File: src/rtl/mem_ctrl_pkg.sv
// Shared types for the byte-serial memory controller: FSM states, access
// size encodings, requester identity and the size-to-byte-count helper.
package mem_ctrl_pkg;

  typedef enum logic [1:0] {
    IDLE,
    READ,
    WRITE,
    DONE
  } state_t;

  typedef enum logic {
    OWN_IF,
    OWN_LS
  } owner_t;

  localparam logic [1:0] SZ_B = 2'd0;
  localparam logic [1:0] SZ_H = 2'd1;
  localparam logic [1:0] SZ_W = 2'd2;

  // Encoding 3 is treated as a word access.
  function automatic logic [2:0] size_bytes(input logic [1:0] size);
    case (size)
      SZ_B:    return 3'd1;
      SZ_H:    return 3'd2;
      default: return 3'd4;
    endcase
  endfunction

endpackage

File: src/rtl/mem_ctrl_if.sv
// Bus bundle between the fetch unit, the load/store buffer, the 8-bit RAM
// port and mem_ctrl; the controller connects through the slave modport.
interface mem_ctrl_if #(
  parameter int ADDR_W = 32
);

  logic              if_req;
  logic [ADDR_W-1:0] if_addr;
  logic              if_done;
  logic [31:0]       if_data;

  logic              ls_req;
  logic              ls_we;
  logic [ADDR_W-1:0] ls_addr;
  logic [1:0]        ls_size;
  logic              ls_unsigned;
  logic [31:0]       ls_wdata;
  logic              ls_done;
  logic [31:0]       ls_rdata;

  logic [ADDR_W-1:0] mem_a;
  logic [7:0]        mem_dout;
  logic              mem_wr;
  logic [7:0]        mem_din;

  modport slave (
    input  if_req, if_addr,
    input  ls_req, ls_we, ls_addr, ls_size, ls_unsigned, ls_wdata,
    input  mem_din,
    output if_done, if_data, ls_done, ls_rdata,
    output mem_a, mem_dout, mem_wr
  );

  modport master (
    output if_req, if_addr,
    output ls_req, ls_we, ls_addr, ls_size, ls_unsigned, ls_wdata,
    output mem_din,
    input  if_done, if_data, ls_done, ls_rdata,
    input  mem_a, mem_dout, mem_wr
  );

endinterface

File: src/rtl/mem_ctrl_rdata_ext.sv
// Combinational load-data extender: sign- or zero-extends byte and half
// results to 32 bits; word results pass through unchanged.
module rdata_ext
  import mem_ctrl_pkg::*;
(
  input  logic [1:0]  i_size,
  input  logic        i_unsigned,
  input  logic [31:0] i_raw,
  output logic [31:0] o_ext
);

  always_comb begin
    o_ext = i_raw;
    case (i_size)
      SZ_B:    o_ext = {{24{i_raw[7] & ~i_unsigned}}, i_raw[7:0]};
      SZ_H:    o_ext = {{16{i_raw[15] & ~i_unsigned}}, i_raw[15:0]};
      default: o_ext = i_raw;
    endcase
  end

endmodule

File: src/rtl/mem_ctrl.sv
// Byte-serial memory controller arbitrating fetch and load/store requests
// onto an 8-bit RAM port. Define MEM_CTRL_SIGN_EXT_EN to extend load data.
module mem_ctrl
  import mem_ctrl_pkg::*;
#(
  parameter int ADDR_W = 32
) (
  input  logic       clk_in,
  input  logic       rst_n,
  input  logic       rdy_in,
  input  logic       flush,
  mem_ctrl_if.slave  bus
);

  state_t            r_state;
  state_t            w_next;
  owner_t            r_owner;
  owner_t            r_lastOwner;
  owner_t            w_owner;
  logic              w_grant;
  logic [ADDR_W-1:0] r_base;
  logic [2:0]        r_len;
  logic [2:0]        r_cnt;
  logic              r_we;
  logic [31:0]       r_wdata;
  logic [31:0]       r_data;
  logic [31:0]       r_ifData;
  logic [31:0]       r_lsRdata;
  logic [31:0]       w_capData;
  logic [31:0]       w_lsData;
  logic [7:0]        w_wrByte;
`ifdef MEM_CTRL_SIGN_EXT_EN
  logic [1:0]        r_size;
  logic              r_uns;
`endif

  always_ff @(posedge clk_in or negedge rst_n) begin
    if (!rst_n)      r_state <= IDLE;
    else if (rdy_in) r_state <= w_next;
  end

  // Round-robin on conflict: the requester not served last wins.
  always_comb begin
    w_next       = r_state;
    w_grant      = 1'b0;
    w_owner      = r_owner;
    bus.mem_a    = '0;
    bus.mem_dout = '0;
    bus.mem_wr   = 1'b0;
    bus.if_done  = 1'b0;
    bus.ls_done  = 1'b0;
    case (r_state)
      IDLE: begin
        if (bus.if_req || bus.ls_req) begin
          w_grant = 1'b1;
          if (bus.if_req && bus.ls_req)
            w_owner = (r_lastOwner == OWN_IF) ? OWN_LS : OWN_IF;
          else
            w_owner = bus.ls_req ? OWN_LS : OWN_IF;
          w_next = (w_owner == OWN_LS && bus.ls_we) ? WRITE : READ;
        end
      end
      READ: begin
        if (r_cnt != r_len) bus.mem_a = r_base + ADDR_W'(r_cnt);
        if (flush)               w_next = IDLE;
        else if (r_cnt == r_len) w_next = DONE;
      end
      WRITE: begin
        bus.mem_a    = r_base + ADDR_W'(r_cnt);
        bus.mem_dout = w_wrByte;
        bus.mem_wr   = rdy_in;
        if (r_cnt == r_len - 3'd1) w_next = DONE;
      end
      DONE: begin
        w_next = IDLE;
        if (rdy_in && (r_we || !flush)) begin
          bus.if_done = (r_owner == OWN_IF);
          bus.ls_done = (r_owner == OWN_LS);
        end
      end
      default: w_next = IDLE;
    endcase
  end

  always_comb begin
    w_capData = r_data;
    case (r_cnt)
      3'd1:    w_capData[7:0]   = bus.mem_din;
      3'd2:    w_capData[15:8]  = bus.mem_din;
      3'd3:    w_capData[23:16] = bus.mem_din;
      3'd4:    w_capData[31:24] = bus.mem_din;
      default: w_capData = r_data;
    endcase
  end

  always_comb begin
    case (r_cnt[1:0])
      2'd0:    w_wrByte = r_wdata[7:0];
      2'd1:    w_wrByte = r_wdata[15:8];
      2'd2:    w_wrByte = r_wdata[23:16];
      default: w_wrByte = r_wdata[31:24];
    endcase
  end

`ifdef MEM_CTRL_SIGN_EXT_EN
  rdata_ext u_ext (
    .i_size     (r_size),
    .i_unsigned (r_uns),
    .i_raw      (w_capData),
    .o_ext      (w_lsData)
  );
`else
  assign w_lsData = w_capData;
`endif

  // Byte i-1 lands one cycle after its address, so reads run one count past N.
  always_ff @(posedge clk_in or negedge rst_n) begin
    if (!rst_n) begin
      r_owner     <= OWN_IF;
      r_lastOwner <= OWN_IF;
      r_base      <= '0;
      r_len       <= '0;
      r_cnt       <= '0;
      r_we        <= 1'b0;
      r_wdata     <= '0;
      r_data      <= '0;
      r_ifData    <= '0;
      r_lsRdata   <= '0;
`ifdef MEM_CTRL_SIGN_EXT_EN
      r_size      <= SZ_W;
      r_uns       <= 1'b0;
`endif
    end else if (rdy_in) begin
      if (w_grant) begin
        r_owner     <= w_owner;
        r_lastOwner <= w_owner;
        r_base      <= (w_owner == OWN_LS) ? bus.ls_addr : bus.if_addr;
        r_len       <= (w_owner == OWN_LS) ? size_bytes(bus.ls_size) : 3'd4;
        r_we        <= (w_owner == OWN_LS) && bus.ls_we;
        r_wdata     <= bus.ls_wdata;
        r_data      <= '0;
        r_cnt       <= '0;
`ifdef MEM_CTRL_SIGN_EXT_EN
        r_size      <= (w_owner == OWN_LS) ? bus.ls_size : SZ_W;
        r_uns       <= bus.ls_unsigned;
`endif
      end else if (r_state == READ || r_state == WRITE) begin
        r_cnt <= (w_next == r_state) ? r_cnt + 3'd1 : '0;
        if (r_state == READ && r_cnt != 3'd0) r_data <= w_capData;
        if (r_state == READ && w_next == DONE) begin
          if (r_owner == OWN_IF) r_ifData  <= w_capData;
          else                   r_lsRdata <= w_lsData;
        end
      end
    end
  end

  assign bus.if_data  = r_ifData;
  assign bus.ls_rdata = r_lsRdata;

endmodule

File: src/flat_wrapper.sv
// flat-port wrapper written by rule: the top's interface ports become plain ports
module mem_ctrl_flat import mem_ctrl_pkg::*;
#(
  parameter int ADDR_W = 32
)
  (clk_in, rst_n, rdy_in, flush, bus_if_req, bus_if_addr, bus_ls_req, bus_ls_we, bus_ls_addr, bus_ls_size, bus_ls_unsigned, bus_ls_wdata, bus_mem_din, bus_if_done, bus_if_data, bus_ls_done, bus_ls_rdata, bus_mem_a, bus_mem_dout, bus_mem_wr);
  mem_ctrl_if #(.ADDR_W(ADDR_W)) bus_i ();
  input  logic clk_in;
  input  logic rst_n;
  input  logic rdy_in;
  input  logic flush;
  input wire logic [$bits(bus_i.if_req)-1:0] bus_if_req;
  input wire logic [$bits(bus_i.if_addr)-1:0] bus_if_addr;
  input wire logic [$bits(bus_i.ls_req)-1:0] bus_ls_req;
  input wire logic [$bits(bus_i.ls_we)-1:0] bus_ls_we;
  input wire logic [$bits(bus_i.ls_addr)-1:0] bus_ls_addr;
  input wire logic [$bits(bus_i.ls_size)-1:0] bus_ls_size;
  input wire logic [$bits(bus_i.ls_unsigned)-1:0] bus_ls_unsigned;
  input wire logic [$bits(bus_i.ls_wdata)-1:0] bus_ls_wdata;
  input wire logic [$bits(bus_i.mem_din)-1:0] bus_mem_din;
  output wire logic [$bits(bus_i.if_done)-1:0] bus_if_done;
  output wire logic [$bits(bus_i.if_data)-1:0] bus_if_data;
  output wire logic [$bits(bus_i.ls_done)-1:0] bus_ls_done;
  output wire logic [$bits(bus_i.ls_rdata)-1:0] bus_ls_rdata;
  output wire logic [$bits(bus_i.mem_a)-1:0] bus_mem_a;
  output wire logic [$bits(bus_i.mem_dout)-1:0] bus_mem_dout;
  output wire logic [$bits(bus_i.mem_wr)-1:0] bus_mem_wr;
  assign bus_i.if_req = bus_if_req;
  assign bus_i.if_addr = bus_if_addr;
  assign bus_i.ls_req = bus_ls_req;
  assign bus_i.ls_we = bus_ls_we;
  assign bus_i.ls_addr = bus_ls_addr;
  assign bus_i.ls_size = bus_ls_size;
  assign bus_i.ls_unsigned = bus_ls_unsigned;
  assign bus_i.ls_wdata = bus_ls_wdata;
  assign bus_i.mem_din = bus_mem_din;
  assign bus_if_done = bus_i.if_done;
  assign bus_if_data = bus_i.if_data;
  assign bus_ls_done = bus_i.ls_done;
  assign bus_ls_rdata = bus_i.ls_rdata;
  assign bus_mem_a = bus_i.mem_a;
  assign bus_mem_dout = bus_i.mem_dout;
  assign bus_mem_wr = bus_i.mem_wr;
  mem_ctrl #(.ADDR_W(ADDR_W)) u_core (.clk_in(clk_in), .rst_n(rst_n), .rdy_in(rdy_in), .flush(flush), .bus(bus_i));
endmodule
File: config.mk
export PLATFORM = sky130hd
export DESIGN_NAME = mem_ctrl_flat
export DESIGN_NICKNAME = d
export VERILOG_FILES = /design/src/rtl/mem_ctrl_pkg.sv /design/src/rtl/mem_ctrl_if.sv /design/src/rtl/mem_ctrl_rdata_ext.sv /design/src/rtl/mem_ctrl.sv /design/src/flat_wrapper.sv
export SDC_FILE = /design/constraint.sdc
export NUM_CORES = 1
export LEC_CHECK = 0
export CORE_ASPECT_RATIO = 0.7
export CORE_MARGIN = 2
export CORE_UTILIZATION = 40
export CTS_BUF_LIST = sky130_fd_sc_hd__clkbuf_4 sky130_fd_sc_hd__clkbuf_8
export DETAILED_ROUTE_END_ITERATION = 8
export PLACE_DENSITY = 0.78
export SYNTH_ARGS = -nofsm -noshare
export SYNTH_HDL_FRONTEND = slang
export SYNTH_SLANG_ARGS = --single-unit
File: constraint.sdc
create_clock -name clk_in -period 6.1 [get_ports clk_in]
set_clock_uncertainty 0.15 [all_clocks]
set_input_delay 0.915 -clock clk_in [delete_from_list [all_inputs] [get_ports clk_in]]
set_output_delay 0.915 -clock clk_in [all_outputs]
set_load 0.02 [all_outputs]
After elaboration in Yosys (flattened, before gate mapping)

Cells that the tools add are included.

$add $sub $neg: 3
Equal/unequal tests: 15
Muxes and demuxes: 37
Bitwise logic cells: 2
Reductions and logical operators: 21

Operators with widths:

| kind                | number |
|---|---|
| $mux 32             | 5 |
| $pmux 32 s2         | 1 |
| $mux 8              | 5 |
| $add 32x3->32       | 1 |
| $pmux 8 s3          | 1 |
| $mux 1              | 14 |
| $mux 3              | 4 |
| $mux 2              | 5 |
| $reduce_and 5->1    | 2 |
| $eq 2x2->1 const B  | 4 |
| $pmux 2 s4          | 1 |
| $eq 2x1->1 const B  | 3 |
| $eq 3x2->1 const B  | 2 |
| $eq 3x3->1          | 2 |
| $logic_and 1x1->1   | 6 |
| $logic_not 2->1     | 3 |
| $pmux 3 s2          | 1 |
| $reduce_and 2->1    | 2 |
| $reduce_bool 2->1   | 2 |
| $add 3x1->3 const B | 1 |
| $eq 3x1->1 const B  | 1 |
| $eq 3x3->1 const B  | 1 |
| $logic_or 1x1->1    | 3 |
| $ne 3x3->1          | 1 |
| other kinds (6)     | 7 |

Register bits: 170
Input bits: 114

Depth between registers and ports, before layout

Gate-level depths: netlist of the first run.

Depth after elaboration: 12
Gate-level depth with buffers: 9

Worst setup path after synthesis of the first run

No wires, ideal clock.

Path type: register -> output
Start: register u_core.r_cnt[0]
End: output bus_mem_a[26]
Arrival time: 2.702 ns
Required time: 5.035 ns
Setup slack: 2.333 ns
Stages on the path, launching flop included: 10
Path through: dfrtp_1 -> ha_1 -> inv_1 -> fa_1 -> nor2b_1 -> o21ai_0 -> or4_1 -> buf_2 -> or3_1 -> a21oi_1

Cells in the longest elaborated chain, start to end: 3
Elaborated cells on any way between the ends: 4

Ends and longest elaborated chain:

| element                                            | line                           | text |
|---|---|---|
| start, declared                                    | mem_ctrl.sv:23                 | `logic [2:0] r_cnt;` |
| start signal, assigned                             | mem_ctrl.sv:148                | `r_cnt <= (w_next == r_state) ? r_cnt + 3'd1 : '0;` |
| $add 32x3->32 / $ne 3x3->1 (equally long branches) | mem_ctrl.sv:64, mem_ctrl.sv:69 |  |
| $mux 32                                            | mem_ctrl.sv:64                 | `if (r_cnt != r_len) bus.mem_a = r_base + ADDR_W'(r_cnt);` |
| $pmux 32 s2 *                                      | mem_ctrl.sv:52                 | `case (r_state)` |
| end, declared                                      | flat_wrapper.sv:25             | `output wire logic [$bits(bus_i.mem_a)-1:0] bus_mem_a;` |

Every way passes the cells marked *; elsewhere a longest branch is shown, timed or not.

Worst setup path after layout of the first run

Ends and elaborated chain as after synthesis.

==> run_results.csv, run 1 <==
group,metric,value,unit
cts,cts_root_buf,"clkbuf_8",
layout,instances_no_fill,1287,
layout,area_delta_synth_final,32.91,%
cts,postCtsResizedCells,0,
synthesis,avgSynthCellArea,10.75,µm²
cts,cts_setup_buffers,0,
synthesis,synth_nets,927,
routing,drc,0,
synthesis,ys_warn_count,0,
routing,wire_per_inst,17.87,µm
critical_path,criticalPathCategory,"flip-flop to output port",
synthesis,synthArstFlopShare,1.000,
pwr,p_clk_frac,0.170,
synthesis,synth_top_area_cell,"dfrtp_1",
critical_path,timing.rr.start,"u_core.r_state[0]",
sta,setup_viol,0,
routing,dr.pass1.iters,5,
grt,antenna_found_initial,1,
routing,antenna_left,0,
pwr,power,4.495,mW
sta,final.setup.tns,0,ps
synthesis,synthFlopType,"dfrtp_1",
cts,clkSinkCount,170,
synthesis,ys_ff_latch,170,
critical_path,critPathMaxFanout,10,
critical_path,regToRegEndpoint,"u_core.bus.if_data[6]",
cts,cts_max_level,4,
synthesis,synth_top_area_share,0.4965,
pwr,p_per_area,394.7,nW/µm²
placement,dp_hpwl,16720,µm
pwr,p_sw,1.796,mW
critical_path,critPathRequiredTime,5030,ps
routing,wirelength,23000,µm
critical_path,cp-end-kind,"output port",
layout,ff_latch_area,4254,µm²
status,run_status,"finished, final reports clean",
routing,via_per_inst,5.320,
sta,fmax,0.1995,GHz
synthesis,syn-cell-area,8568,µm²
pwr,power.share.combinational,0.444,
cts,clkLatencyLatePin,440,ps
layout,multi_input_comb_area,4090,µm²
floorplanning,io_pins,221,
sta,worst_pin_slew,1199,ps
pwr,swShare,0.3996,
run,max_cap_viol_count,0,
grt,grt_pass1_wl,37020,µm
sta,fin_crit_sh,0.8215,
placement,place_inst,1255,
critical_path,arrival,3950,ps
placement,portBuffers,219,
pwr,p_leak,5.038,nW
pwr,irDropWorstVdd,178.5,µV
synthesis,synth_cells,797,
synthesis,synth_cell_type_count,55,
floorplanning,core-area,20870,µm²
cts,cts.reportedPaths.clkPinSlew,90,ps
synthesis,ys_seq_area_frac,0.4965,
cts,cts_hold_buffers,0,
cts,clk_path_buf_depth,2,
cts,cts_made_buffers,17,
hold_path,hold_class,"primary input to asynchronous set/reset pin",
grt,gr-total-overflow,0,
critical_path,worstRegToRegCells,5,
grt,grt_pass1_vias,6870,
placement,place_congestion,0.8765,
floorplanning,start_util,0.4107,
sta,hold_viol_final,0,
grt,grt_max_degree,107,
grt,grt.total_usage,0.2103,
critical_path,rrSetupSlack,2640,ps
routing,dr.first_iter.drc_count,361,
floorplanning,fp.dieH,126.5,µm
layout,num-fill-cells,1872,
synthesis,synthTopCellsByArea,"dfrtp_1 50%, mux2_2 15%, nand2_1 5.7%, mux2i_1 3.7%, o21ai_0 3.3%",
synthesis,synth_edf_count,0,
cts,cts_tree,"built",
critical_path,crit_path_start_kind,"flip-flop",
sta,slew_viol_final,0,
floorplanning,die-area,22630,µm²
sta,fin_crit,5011,ps
floorplanning,die_x,178.9,µm
floorplanning,rows,44,
layout,diodes,0,
pwr,intPower,2.698,mW
sta,slew-limit-headroom,0.1989,
layout,drive_gt1_frac,0.1592,
routing,vias,6847,
sta,rsz0062_at_grt,"false",
pwr,power_frac_seq,0.386,
layout,nNetsFinal,1128,
power groups by stage:
stage	Clock, mW	Combinational [mW]	Sequential [mW]
6_report	0.765	2.00	1.73
5_1_grt	0.845	2.19	1.79
4_1_cts	0.791	2.01	1.73
2_1_floorplan	0	1.23	1.73
3_5_place_dp	0	2.00	1.75
3_3_place_gp	0	1.96	1.73
worst max-delay path, stage by stage (launching register included):
cell and delay, ps:
dfrtp_1 490, ha_1 230, inv_1 60, fa_1 380, nor2b_1 220, o21ai_0 220
or4_1 730, or3_1 400, a21oi_1 160, clkdlybuf4s50_1 620
how the worst max path moves through the flow:
stage,from,endpoint,slack (ps),cells after the start
floorplan,u_core.r_cnt[0],bus_mem_a[26],2330,9
CTS,u_core.r_cnt[0],bus_mem_a[26],1060,9
detailed placement,u_core.r_cnt[0],bus_mem_a[26],1580,9
finish,u_core.r_cnt[0],bus_mem_a[26],1090,9
global route,u_core.r_cnt[0],bus_mem_a[30],860,9
global placement,u_core.r_cnt[0],bus_mem_a[28],1640,9
placed cells by master (no fill, tap or decap), types with 4 or more instances in the layout:
cell type,n
clkdlybuf4s50_1,218
nor4_1,7
ha_1,15
a22o_1,10
a21oi_1,12
o2bb2ai_1,24
dfrtp_1,170
clkinvlp_4,5
nor2_1,29
or3_1,8
o21ai_0,56
buf_4,6
clkbuf_8,21
nor3_1,8
nor2b_1,4
nand4_1,8
nand2_1,130
nand3_1,12
and2_1,10
xor2_1,12
o41ai_1,4
mux2_2,112
inv_1,23
xnor2_1,9
mux2i_1,32
a222oi_1,8
o21a_1,4
layer usage:
layer,part of all wire,vias up,GRT usage
met5,0.00057,-,0
met4,0.0098,2,0.04974
met3,0.093,19,0.07734
met2,0.43,249,0.3088
met1,0.47,3340,0.2953
li1,-,3237,-
state kept, by name, summed over array words and instances (netlist names):
register and count:
u_core.bus.if_data 32, u_core.bus.ls_rdata 32, u_core.r_base 32, u_core.r_cnt 3, u_core.r_data 32, u_core.r_len 3
u_core.r_owner 1, u_core.r_state 2, u_core.r_wdata 32, u_core.r_we 1
final cells by class:
cell class	count	area share
Clock buffer	21	0.02538
Clock inverter	11	0.007471
Inverter	23	0.007581
Multi-Input combinational cell	561	0.3592
Sequential cell	170	0.3735
Tap cell	276	0.03032
Timing Repair Buffer	225	0.1966
kinds of logic (layout without fill, tap and decap cells):
kind of cell | count (synthesis) | count (layout) | synth area share
flip-flops | 170 | 170 | 0.4965
adder cells (fa/ha/maj) | 16 | 16 | 0.02424
AO/OA/AOI/OAI | 147 | 147 | 0.1176
buffers and inverters | 66 | 280 | 0.03008
multiplexers | 144 | 144 | 0.1846
XOR/XNOR | 22 | 22 | 0.02409
AND/OR/NAND/NOR | 232 | 232 | 0.1230
synthesized netlist by cell type, types with 3 or more instances:
cell / instances
or4_1: 3
xnor2_1: 9
o21a_1: 4
mux2_2: 112
nand4_1: 8
mux2i_1: 32
inv_1: 23
dfrtp_1: 170
and2_1: 10
buf_1: 7
buf_2: 8
o2bb2ai_1: 24
a22o_1: 10
or3_1: 8
nand2b_1: 3
nand2_1: 131
nor4_1: 7
nor2b_1: 4
o21ai_0: 56
a222oi_1: 8
nand3_1: 12
nor3_1: 8
o41ai_1: 4
nor2_1: 29
a21oi_1: 14
clkbuf_1: 28
ha_1: 15
xor2_1: 12
o21ai_1: 4
through the flow:
step	utilization	setup slack [ps]	area (µm²)	hold slack, ps
6_report	0.5458	1089	11390	262.5
5_1_grt	0.5458	860.9	11390	262.8
4_1_cts	0.5458	1061	11390	246.1
3_5_place_dp	0.5279	1584	11010	320.7
3_3_place_gp	0.5279	1638	11010	315.2
2_1_floorplan	-	2333	8568	299.4
Note: power is estimated with default switching activity, not from simulation.
==> run 2: changes to the inputs <==
==> constraint.sdc (replaced) <==
create_clock -name clk_in -period 4.9 [get_ports clk_in]
set_clock_uncertainty 0.15 [all_clocks]
set_input_delay 0.735 -clock clk_in [delete_from_list [all_inputs] [get_ports clk_in]]
set_output_delay 0.735 -clock clk_in [all_outputs]
set_load 0.02 [all_outputs]
==> run_results.csv, run 2 (synthesized netlist as in run 1, its figures left out) <==
group,metric,value,unit
status,run_status,"finished, final reports clean",
sta,fin_crit_sh,0.9450,
critical_path,crit_path_start_kind,"flip-flop",
routing,antenna_left,0,
routing,drc,0,
run,max_cap_viol_count,0,
sta,fin_crit,4630,ps
critical_path,critPathMaxFanout,10,
sta,slew-limit-headroom,0.2699,
cts,cts.reportedPaths.clkPinSlew,100,ps
grt,grt_max_degree,110,
cts,cts_max_level,4,
cts,clkSinkCount,170,
cts,clk_path_buf_depth,2,
sta,setup_viol,0,
layout,diodes,0,
placement,place_congestion,0.8676,
placement,dp_hpwl,16760,µm
cts,cts_tree,"built",
routing,vias,6885,
cts,cts_made_buffers,17,
layout,mostFrequentLayoutCells,"218 x clkdlybuf4s50_1, 169 x dfrtp_1, 130 x nand2_1",
grt,grt_pass1_vias,6914,
floorplanning,die_x,178.9,µm
grt,gr-total-overflow,0,
routing,dr.pass1.iters,5,
floorplanning,rows,44,
routing,dr.first_iter.drc_count,355,
routing,wire_per_inst,18.09,µm
sta,final.setup.tns,0,ps
layout,area_delta_synth_final,34.00,%
grt,antenna_found_initial,2,
floorplanning,core-area,20870,µm²
layout,drive_gt1_frac,0.1629,
layout,nNetsFinal,1130,
hold_path,hold_class,"primary input to asynchronous set/reset pin",
sta,hold_viol_final,0,
grt,grt_pass1_wl,36920,µm
critical_path,arrival,3750,ps
floorplanning,io_pins,221,
sta,fmax,0.2160,GHz
pwr,p_per_area,502.7,nW/µm²
floorplanning,die-area,22630,µm²
pwr,p_leak,5.085,nW
sta,slew_viol_final,0,
floorplanning,start_util,0.4107,
critical_path,critPathRequiredTime,4010,ps
placement,portBuffers,219,
pwr,power,5.772,mW
routing,wirelength,23320,µm
critical_path,criticalPathCategory,"flip-flop to output port",
sta,rsz0062_at_grt,"false",
cts,cts_setup_buffers,0,
cts,clkLatencyLatePin,450,ps
grt,grt.total_usage,0.2097,
sta,worst_pin_slew,1095,ps
layout,mostFrequentLayoutCell,"clkdlybuf4s50_1",
floorplanning,fp.dieH,126.5,µm
routing,via_per_inst,5.341,
critical_path,cp-end-kind,"output port",
pwr,irDropWorstVdd,260.1,µV
cts,cts_root_buf,"clkbuf_8",
==> run 2: cell types whose count changed in the layout (fill, tap and decap cells not counted), sizes merged <==
cell      delta
bufinv       +3
buf          +2
clkbuf       -2
clkinvlp     -2
inv          +2
clkinv       -1
==> run 2: cell type report <==
class,count,area [µm²]
clock buffer,19,255.2
clock inverter,13,178.9
fill,1845,9384
inverter,23,86.33
multi-input combinational,561,4094
sequential,170,4255
tap,276,345.3
timing repair buffer,227,2266
==> run 2: metrics by stage <==
step	hold slack (ps)	instance area, µm²	std cells	setup WS, ps	utilization
finish	273.1	11480	1289	269.6	0.5503
CTS	289.3	11480	1289	44.50	0.5500
global route	338.6	11480	1289	72.94	0.5503
global placement	315.2	11040	1257	647.3	0.5292
floorplan	289.4	8568	797	1313	-
detailed placement	321.1	11040	1257	585.3	0.5292
==> run 2: what timing repair did <==
action | 4_1_cts | 5_1_grt
resized for setup | 0 | 3
hold buffers | 0 | 0
endpoints found under the hold margin | 0 | 0
setup endpoints to repair | 0 | 4
==> run 2: path summary, 6_finish.rpt <==
kind / slack [ps] / end / startpoint / cells past startpoint
max: 270 / bus_mem_a[30] / u_core.r_cnt[0] / 9
min: 270 / u_core.bus.ls_rdata[22] / rst_n / 1
max reg2reg: 1770 / u_core.bus.ls_rdata[2] / u_core.r_state[0] / 8
min reg2reg: 340 / u_core.r_data[29] / u_core.r_data[29] / 1
max in group asynchronous: 3430 / u_core.r_base[14] / rst_n / 2
min in group clk_in: 340 / u_core.r_data[29] / u_core.r_data[29] / 1
==> run 2: report_power, final <==
part / total [mW] / internal [mW] / switching (mW) / leakage [nW]
clock: 1.10 / 0.538 / 0.563 / 0.211
combinational: 2.51 / 1.14 / 1.37 / 2.63
sequential: 2.16 / 1.81 / 0.349 / 2.24
total: 5.77 / 3.49 / 2.28 / 5.08
==> run 2: routing by layer <==
metal,part of all wire,wire [µm],track usage
met5,0.0012,27,0
met4,0.011,265,0.05308
met1,0.47,10870,0.2916
met3,0.086,2017,0.07524
met2,0.43,10140,0.3111
==> run 2: worst max-delay path: stages (launching register included) <==
cell and delay [ps]:
dfrtp_1 480, ha_1 210, inv_1 50, fa_1 380, nor2b_1 250, o21ai_1 180, or4_4 610, or3_1 370
a21oi_1 140, clkdlybuf4s50_1 620
==> run 3: changes to the inputs <==
--- a/config.mk
+++ b/config.mk
@@ -5,12 +5,13 @@
 export SDC_FILE = /design/constraint.sdc
 export NUM_CORES = 1
 export LEC_CHECK = 0
+export ABC_AREA = 1
 export CORE_ASPECT_RATIO = 0.7
 export CORE_MARGIN = 2
 export CORE_UTILIZATION = 40
 export CTS_BUF_LIST = sky130_fd_sc_hd__clkbuf_4 sky130_fd_sc_hd__clkbuf_8
 export DETAILED_ROUTE_END_ITERATION = 8
-export PLACE_DENSITY = 0.78
+export PLACE_DENSITY = 0.77
 export SYNTH_ARGS = -nofsm -noshare
 export SYNTH_HDL_FRONTEND = slang
 export SYNTH_SLANG_ARGS = --single-unit
==> run_results.csv, run 3 <==
group,metric,value,unit
critical_path,crit_path_start_kind,"flip-flop",
critical_path,criticalPathCategory,"flip-flop to output port",
routing,via_per_inst,5.288,
floorplanning,die-area,23170,µm²
cts,cts_root_buf,"clkbuf_8",
critical_path,critPathRequiredTime,4010,ps
synthesis,yosys.cell_count.top_type,"nand2_1",
cts,clk_path_buf_depth,2,
placement,dp_hpwl,19170,µm
synthesis,ys_warn_count,0,
synthesis,ys_seq_area_frac,0.4845,
grt,grt.total_usage,0.2423,
sta,worst_pin_slew,949.4,ps
run,max_cap_viol_count,0,
critical_path,crit_chain,"ha_1, inv_1, fa_1, inv_1, nand3_1, a21oi_4, nand3_1, nor2_1, nand2_1, nor2_1, o21ai_0, a21oi_1, clkdlybuf4s50_1",
floorplanning,rows,45,
grt,grt_pass1_wl,44140,µm
layout,multi_input_comb_area,3933,µm²
critical_path,critical_path.max_stage_delay,640,ps
placement,portBuffers,219,
critical_path,arrival,3720,ps
layout,mostFrequentLayoutCell,"nand2_1",
critical_path,slowest_stage,"clkdlybuf4s50_1",
synthesis,synthArstFlopShare,1.000,
placement,dp_worst_setup_slack,822.6,ps
routing,dr.first_iter.drc_count,791,
cts,clkLatencyLatePin,470,ps
cts,cts.reportedPaths.clkPinSlew,110,ps
sta,holdWs,144.0,ps
layout,final_area,11550,µm²
routing,wire_per_inst,16.77,µm
sta,setup_viol,0,
synthesis,synth_nets,1290,
sta,rsz0062_at_grt,"false",
sta,slew_viol_final,0,
grt,gr-total-overflow,0,
placement,postPlaceCellArea,11120,µm²
sta,fin_crit_sh,0.9406,
placement,place_congestion,0.9713,
pwr,irDropWorstVdd,218.8,µV
grt,grt_max_degree,93,
cts,cts_made_buffers,17,
pwr,p_leak,5.491,nW
sta,final.setup.tns,0,ps
layout,num-fill-cells,2016,
layout,nNetsFinal,1476,
layout,area_delta_synth_final,31.58,%
synthesis,avgSynthCellArea,7.569,µm²
synthesis,syn-cell-area,8780,µm²
cts,cts_setup_buffers,0,
synthesis,ys_ff_latch,170,
synthesis,synth_top_area_cell,"dfrtp_1",
synthesis,synth_cells,1160,
sta,fmax,0.2170,GHz
critical_path,cp_top_family,"simple AND/OR/NAND/NOR gates",
synthesis,synth_cell_type_count,32,
pwr,p_per_area,532.2,nW/µm²
sta,fin_crit,4609,ps
critical_path,cp_num_buf_inv,3,
layout,drive_gt1_frac,0.04415,
routing,vias,8678,
cts,cts_tree,"built",
synthesis,synthFlopType,"dfrtp_1",
synthesis,synthTopCellsByArea,"dfrtp_1 48%, nand2_1 17%, o21ai_0 7.5%, nand3_1 7.0%, nor2_1 3.2%",
floorplanning,core-area,21620,µm²
cts,cts_max_level,4,
synthesis,synth_top_area_share,0.4845,
grt,grt_pass1_vias,8193,
routing,wirelength,27520,µm
sta,hold_viol_final,0,
cts,clkSinkCount,170,
layout,diodes,0,
critical_path,cp-end-kind,"output port",
pwr,power,6.149,mW
routing,drc,0,
synthesis,synth_edf_count,0,
sta,fin_ws,291.1,ps
routing,dr.pass1.iters,6,
routing,antenna_left,0,
grt,antenna_found_initial,0,
floorplanning,start_util,0.4061,
synthesis,synth_common_cells,"396 x nand2_1, 170 x dfrtp_1, 132 x o21ai_0",
status,run_status,"finished, final reports clean",
floorplanning,fp.dieH,128.0,µm
hold_path,hold_class,"primary input to asynchronous set/reset pin",
floorplanning,io_pins,221,
floorplanning,die_x,181.1,µm
layout,ff_latch_area,4254,µm²
critical_path,critPathMaxFanout,7,
sta,slew-limit-headroom,0.3664,
layout,mostFrequentLayoutCells,"396 x nand2_1, 218 x clkdlybuf4s50_1, 170 x dfrtp_1",
## run 3: worst register-to-register path, delay by kind of cell (launching register included)
| kind | cells | cell delay, ps |
|---|---|---|
| flip-flops | 1 | 450 |
| adder cells (fa/ha/maj) | 1 | 240 |
| AO/OA/AOI/OAI | 2 | 540 |
| buffers and inverters | 4 | 1300 |
| AND/OR/NAND/NOR | 2 | 420 |
## run 3: layout make-up
cell class                      instances  share of cell area
Clock buffer                           19             0.02209
Clock inverter                         13             0.01527
Inverter                               80             0.02599
Multi-Input combinational cell        848              0.3404
Sequential cell                       170              0.3682
Tap cell                              282             0.03054
Timing Repair Buffer                  229              0.1974
## run 3: metrics by stage
stage | instances | util
final | 1641 | 0.5343
after global routing | 1641 | 0.5343
after CTS | 1641 | 0.5342
after detailed placement | 1609 | 0.5142
after global placement | 1609 | 0.5142
after floorplan | 1160 | -
## run 3: logic make-up (layout without fill, tap and decap cells)
logic type,count (synthesis),count (layout),share of synthesized area
AOI/OAI and AO/OA,207,207,0.1260
xor gates and xnor gates,1,1,0.0009978
adders and majority gates,16,16,0.02366
buffers and inverters,142,341,0.06898
DFF,170,170,0.4845
and+or+nand+nor,624,624,0.2959
## run 3: where the power goes
group	leakage (nW)	internal, mW	switching [mW]
logic	3.02	0.998	1.81
registers	2.25	1.88	0.354
clock network	0.215	0.538	0.569
total	5.49	3.41	2.74
## run 3: worst paths after layout
check	end	from	slack (ps)	cells past startpoint
max	bus_mem_a[30]	u_core.r_cnt[0]	290	13
min	u_core.r_wdata[25]	rst_n	140	1
max reg2reg	u_core.r_base[1]	u_core.r_state[0]	1710	9
min reg2reg	u_core.r_wdata[30]	u_core.r_wdata[30]	320	2
max in group asynchronous	u_core.r_data[31]	rst_n	3500	2
min in group clk_in	u_core.r_wdata[30]	u_core.r_wdata[30]	320	2
## run 3: timing repair
action                                  in CTS  in global routing
hold buffers                                 0                  0
endpoints found under the setup margin       0                  2
gates resized for setup                      0                  1
## run 3: routing by layer
metal | up-vias | part of all wire | routed length, µm | track usage
met2 | 392 | 0.41 | 11210 | 0.3414
met4 | 0 | 0.017 | 480 | 0.06791
met3 | 36 | 0.081 | 2224 | 0.05341
met5 | - | 0 | 0 | 0
li1 | 4167 | - | - | -
met1 | 4083 | 0.49 | 13610 | 0.3713
==> edit 1: new RTL, settings of run 2 <==
`ADDR_W` is set to 32 in 3 places; all go to 64.
--- a/src/rtl/mem_ctrl_if.sv
+++ b/src/rtl/mem_ctrl_if.sv
@@ -3,3 +3,3 @@
 interface mem_ctrl_if #(
-  parameter int ADDR_W = 32
+  parameter int ADDR_W = 64
 );
--- a/src/rtl/mem_ctrl.sv
+++ b/src/rtl/mem_ctrl.sv
@@ -5,3 +5,3 @@
 #(
-  parameter int ADDR_W = 32
+  parameter int ADDR_W = 64
 ) (
--- a/src/flat_wrapper.sv
+++ b/src/flat_wrapper.sv
@@ -3,3 +3,3 @@
 #(
-  parameter int ADDR_W = 32
+  parameter int ADDR_W = 64
 )
Ports: changed (resized bus_if_addr, bus_ls_addr and bus_mem_a); port bits go from 221 to 317. The function was not compared with the original's and may differ.
==> edit 1 against run 2 <==
Final area grew 34%. Sequential cell count grew 32. Synthesized area grew 29%. Sequential power grew 25%. Wire length grew 47%. Die area grew 28%. Total power grew 35%. Setup slack lost 97 ps.
==> edit 1: results <==
cells_and_area:
  layout.nets: 1599
  drive_gt1_share_pct: 14.70
  fillers: 2313
critical_path:
  reg2reg_to: "u_core.bus.ls_rdata[23]"
  reg2reg_slack_ps: 920
  path_max_fanout: 21
  crit_path_max_incr_delay_ps: 660
clock_tree:
  path_clk_slew_ps: 70
  clockBufferDepth: 3
  cts_inserted_buffers: 35
  h-tree-depth: 2
global_route:
  grt_pass1_vias: 9485
  antenna_found_initial: 1
  grt_max_degree: 98
  grt_pass1_wl_um: 52760
place:
  dp_hpwl_um: 25090
  port_buffers: 315
  place_area_mm2: 0.01453
  routabilityCongestion: 0.9155
yosys:
  syn_avg_cell_area_um2: 10.01
  synthTopCellsByCount: "dfrtp_1, nand2_1, mux2_2"
  syn-num-nets: 1301
  yosysUniqueCellTypes: 63
run_status:
  status: "completed"
drt:
  first_iter_violations: 700
  drt-wirelength-per-cell_um: 19.08
  vias: 9858
timing:
  worstMarginPinSlew_ps: 1080
edit 1: kinds of logic after synthesis:
kind of cell	after synthesis	share of synthesized area, %
simple gates	357	15.73
compound gates	233	13.51
flops	202	45.64
mux	177	17.26
buf+inv	94	3.638
xor+xnor	28	2.350
fa+ha+maj	16	1.875
edit 1: worst min path at each step:
stage,startpoint,to,slack (ps)
finish,rst_n,u_core.r_base[41],70
global route,rst_n,u_core.r_base[42],110
CTS,rst_n,u_core.r_base[50],90
detailed placement,u_core.r_data[30],u_core.r_data[30],320
global placement,u_core.r_we,u_core.r_we,320
floorplan,rst_n,u_core.bus.if_data[0],290
edit 1: through the flow:
step | util [%] | power (mW) | worst slack [ps]
final | 56.85 | 7.804 | 172.6
after global routing | 56.84 | 8.315 | 0.6497
after CTS | 56.74 | 7.842 | 59.40
after detailed placement | 53.89 | 6.104 | 669.2
after global placement | 53.89 | 5.996 | 668.4
after floorplan | - | 4.723 | 1384
edit 1: final cells by class:
cell class	instances	area [µm²]	share of cell area [%]
antenna	2	5.005	0.03265
clock buffer	50	644.4	4.204
clock inverter	11	125.1	0.8163
inverter	25	93.84	0.6122
multi-input combinational	811	5663	36.94
sequential	202	5057	32.99
tap	364	455.4	2.971
timing repair buffer	330	3284	21.43
edit 1: power by group through the flow:
| stage | Combinational, mW | Sequential [mW] | Clock (mW) |
|---|---|---|---|
| global route | 3.71 | 2.78 | 1.82 |
| floorplan | 2.13 | 2.59 | 0 |
| CTS | 3.42 | 2.68 | 1.74 |
| global placement | 3.32 | 2.67 | 0 |
| finish | 3.41 | 2.70 | 1.69 |
| detailed placement | 3.40 | 2.71 | 0 |
edit 1: worst max-delay path, delay by kind of cell, from the launching register on:
family,cells,cell delay (ps)
compound gates,2,470
fa+ha+maj,2,590
buf+inv,3,940
simple gates,3,860
flops,1,440
edit 1: per-layer routing:
metal / vias to the layer above / GRT usage, % / wire length, µm
li1: 4630 / - / -
met3: 62 / 5.249 / 2807
met2: 418 / 33.54 / 15100
met1: 4748 / 33.73 / 15660
met4: 0 / 7.415 / 683
met5: - / 0 / 0
==> edit 2: new RTL, settings of run 2 <==
Without the edit above. Encoding of `state_t`: now one-hot (4 bits for 4 states).
--- a/src/rtl/mem_ctrl_pkg.sv
+++ b/src/rtl/mem_ctrl_pkg.sv
@@ -4,7 +4,7 @@
 
-  typedef enum logic [1:0] {
-    IDLE,
-    READ,
-    WRITE,
-    DONE
+  typedef enum logic [3:0] {
+    IDLE  = 4'b0001,
+    READ  = 4'b0010,
+    WRITE = 4'b0100,
+    DONE  = 4'b1000
   } state_t;
Function: same outputs for any inputs over 4 cycles, from zero or initial values and one cycle with rst_n low; so few cycles prove little.
==> edit 2 against run 2 <==
Die area increased by 9.0%. Total power fell by 15%. Combinational power shrank 29%. Setup slack improved by 160 ps. Global-route usage up 1.5 points. Register-to-register slack got worse by 70 ps. Wire length up 21%. Sequential cell count is 2 higher. Synthesized area is 9.3% higher. Final area increased by 5.9%. Worst hold slack got worse by 130 ps. Count of clock-buffer cells in the layout increased by 1. Via count up 23%. Critical endpoint is now bus_mem_a[31].
==> edit 2: results <==
run_status:
  status: "completed"
global_route:
  globalRouteMet3Util_pct: 7.000
  grt_pass1_vias: 8010
  met1_usage_pct: 33.77
  met2_usage_pct: 31.60
  grt.total_usage_pct: 22.48
cells_and_area:
  clkCellAreaFrac_pct: 3.293
  layout.nets: 1222
  final_area_mm2: 0.01216
  fillers: 2015
  multi_input_area_share_pct: 38.26
  nClkBuffers: 20
  drive_gt1_share_pct: 11.34
yosys:
  syn-instance-count: 929
  yosysUniqueCellTypes: 61
  synth_seq_cells: 172
  synthXorXnorAreaFrac_pct: 1.644
  yosys.area_share.adder_pct: 1.416
place:
  numPlacedInstances: 1391
  dp_hpwl_um: 19730
drt:
  m1WireLength_um: 13240
  dr_wl_met3_um: 2650
  top_layer_used: "met4"
  met2_length_um: 12070
  vias_per_cell: 5.945
pwr:
  power.leakage_nw: 5.092
  pwr.group.clock_mw: 1.02
  comb-power_mw: 1.79
critical_path:
  crit_path_start: "u_core.r_cnt[2]"
  reg2reg_from: "u_core.r_state[3]"
## edit 2: cell types whose count changed after synthesis, sizes merged, moves of 43 or more
cell and change:
a22o +54, mux2 -47, a21oi +78, nor2 +43, nand2 -108, o31ai +51
## edit 2: worst max-delay path, cell delays in order, from the launching register on
cell and delay [ps]:
dfrtp_1 540, ha_1 520, o211a_1 290, nand4_1 340
or4_1 580, a21oi_1 220, clkdlybuf4s50_1 650
## edit 2: final timing paths
| kind | slack (ps) | to | cells after the start |
|---|---|---|---|
| max in group asynchronous | 3460 | u_core.r_base[28] | 2 |
| min in group clk_in | 340 | u_core.r_we | 2 |
| worst max register to register | 1700 | u_core.bus.if_data[14] | 5 |
| worst min-delay path | 140 | u_core.r_wdata[19] | 1 |
| worst max-delay path | 430 | bus_mem_a[31] | 6 |
| worst min register to register | 340 | u_core.r_we | 2 |
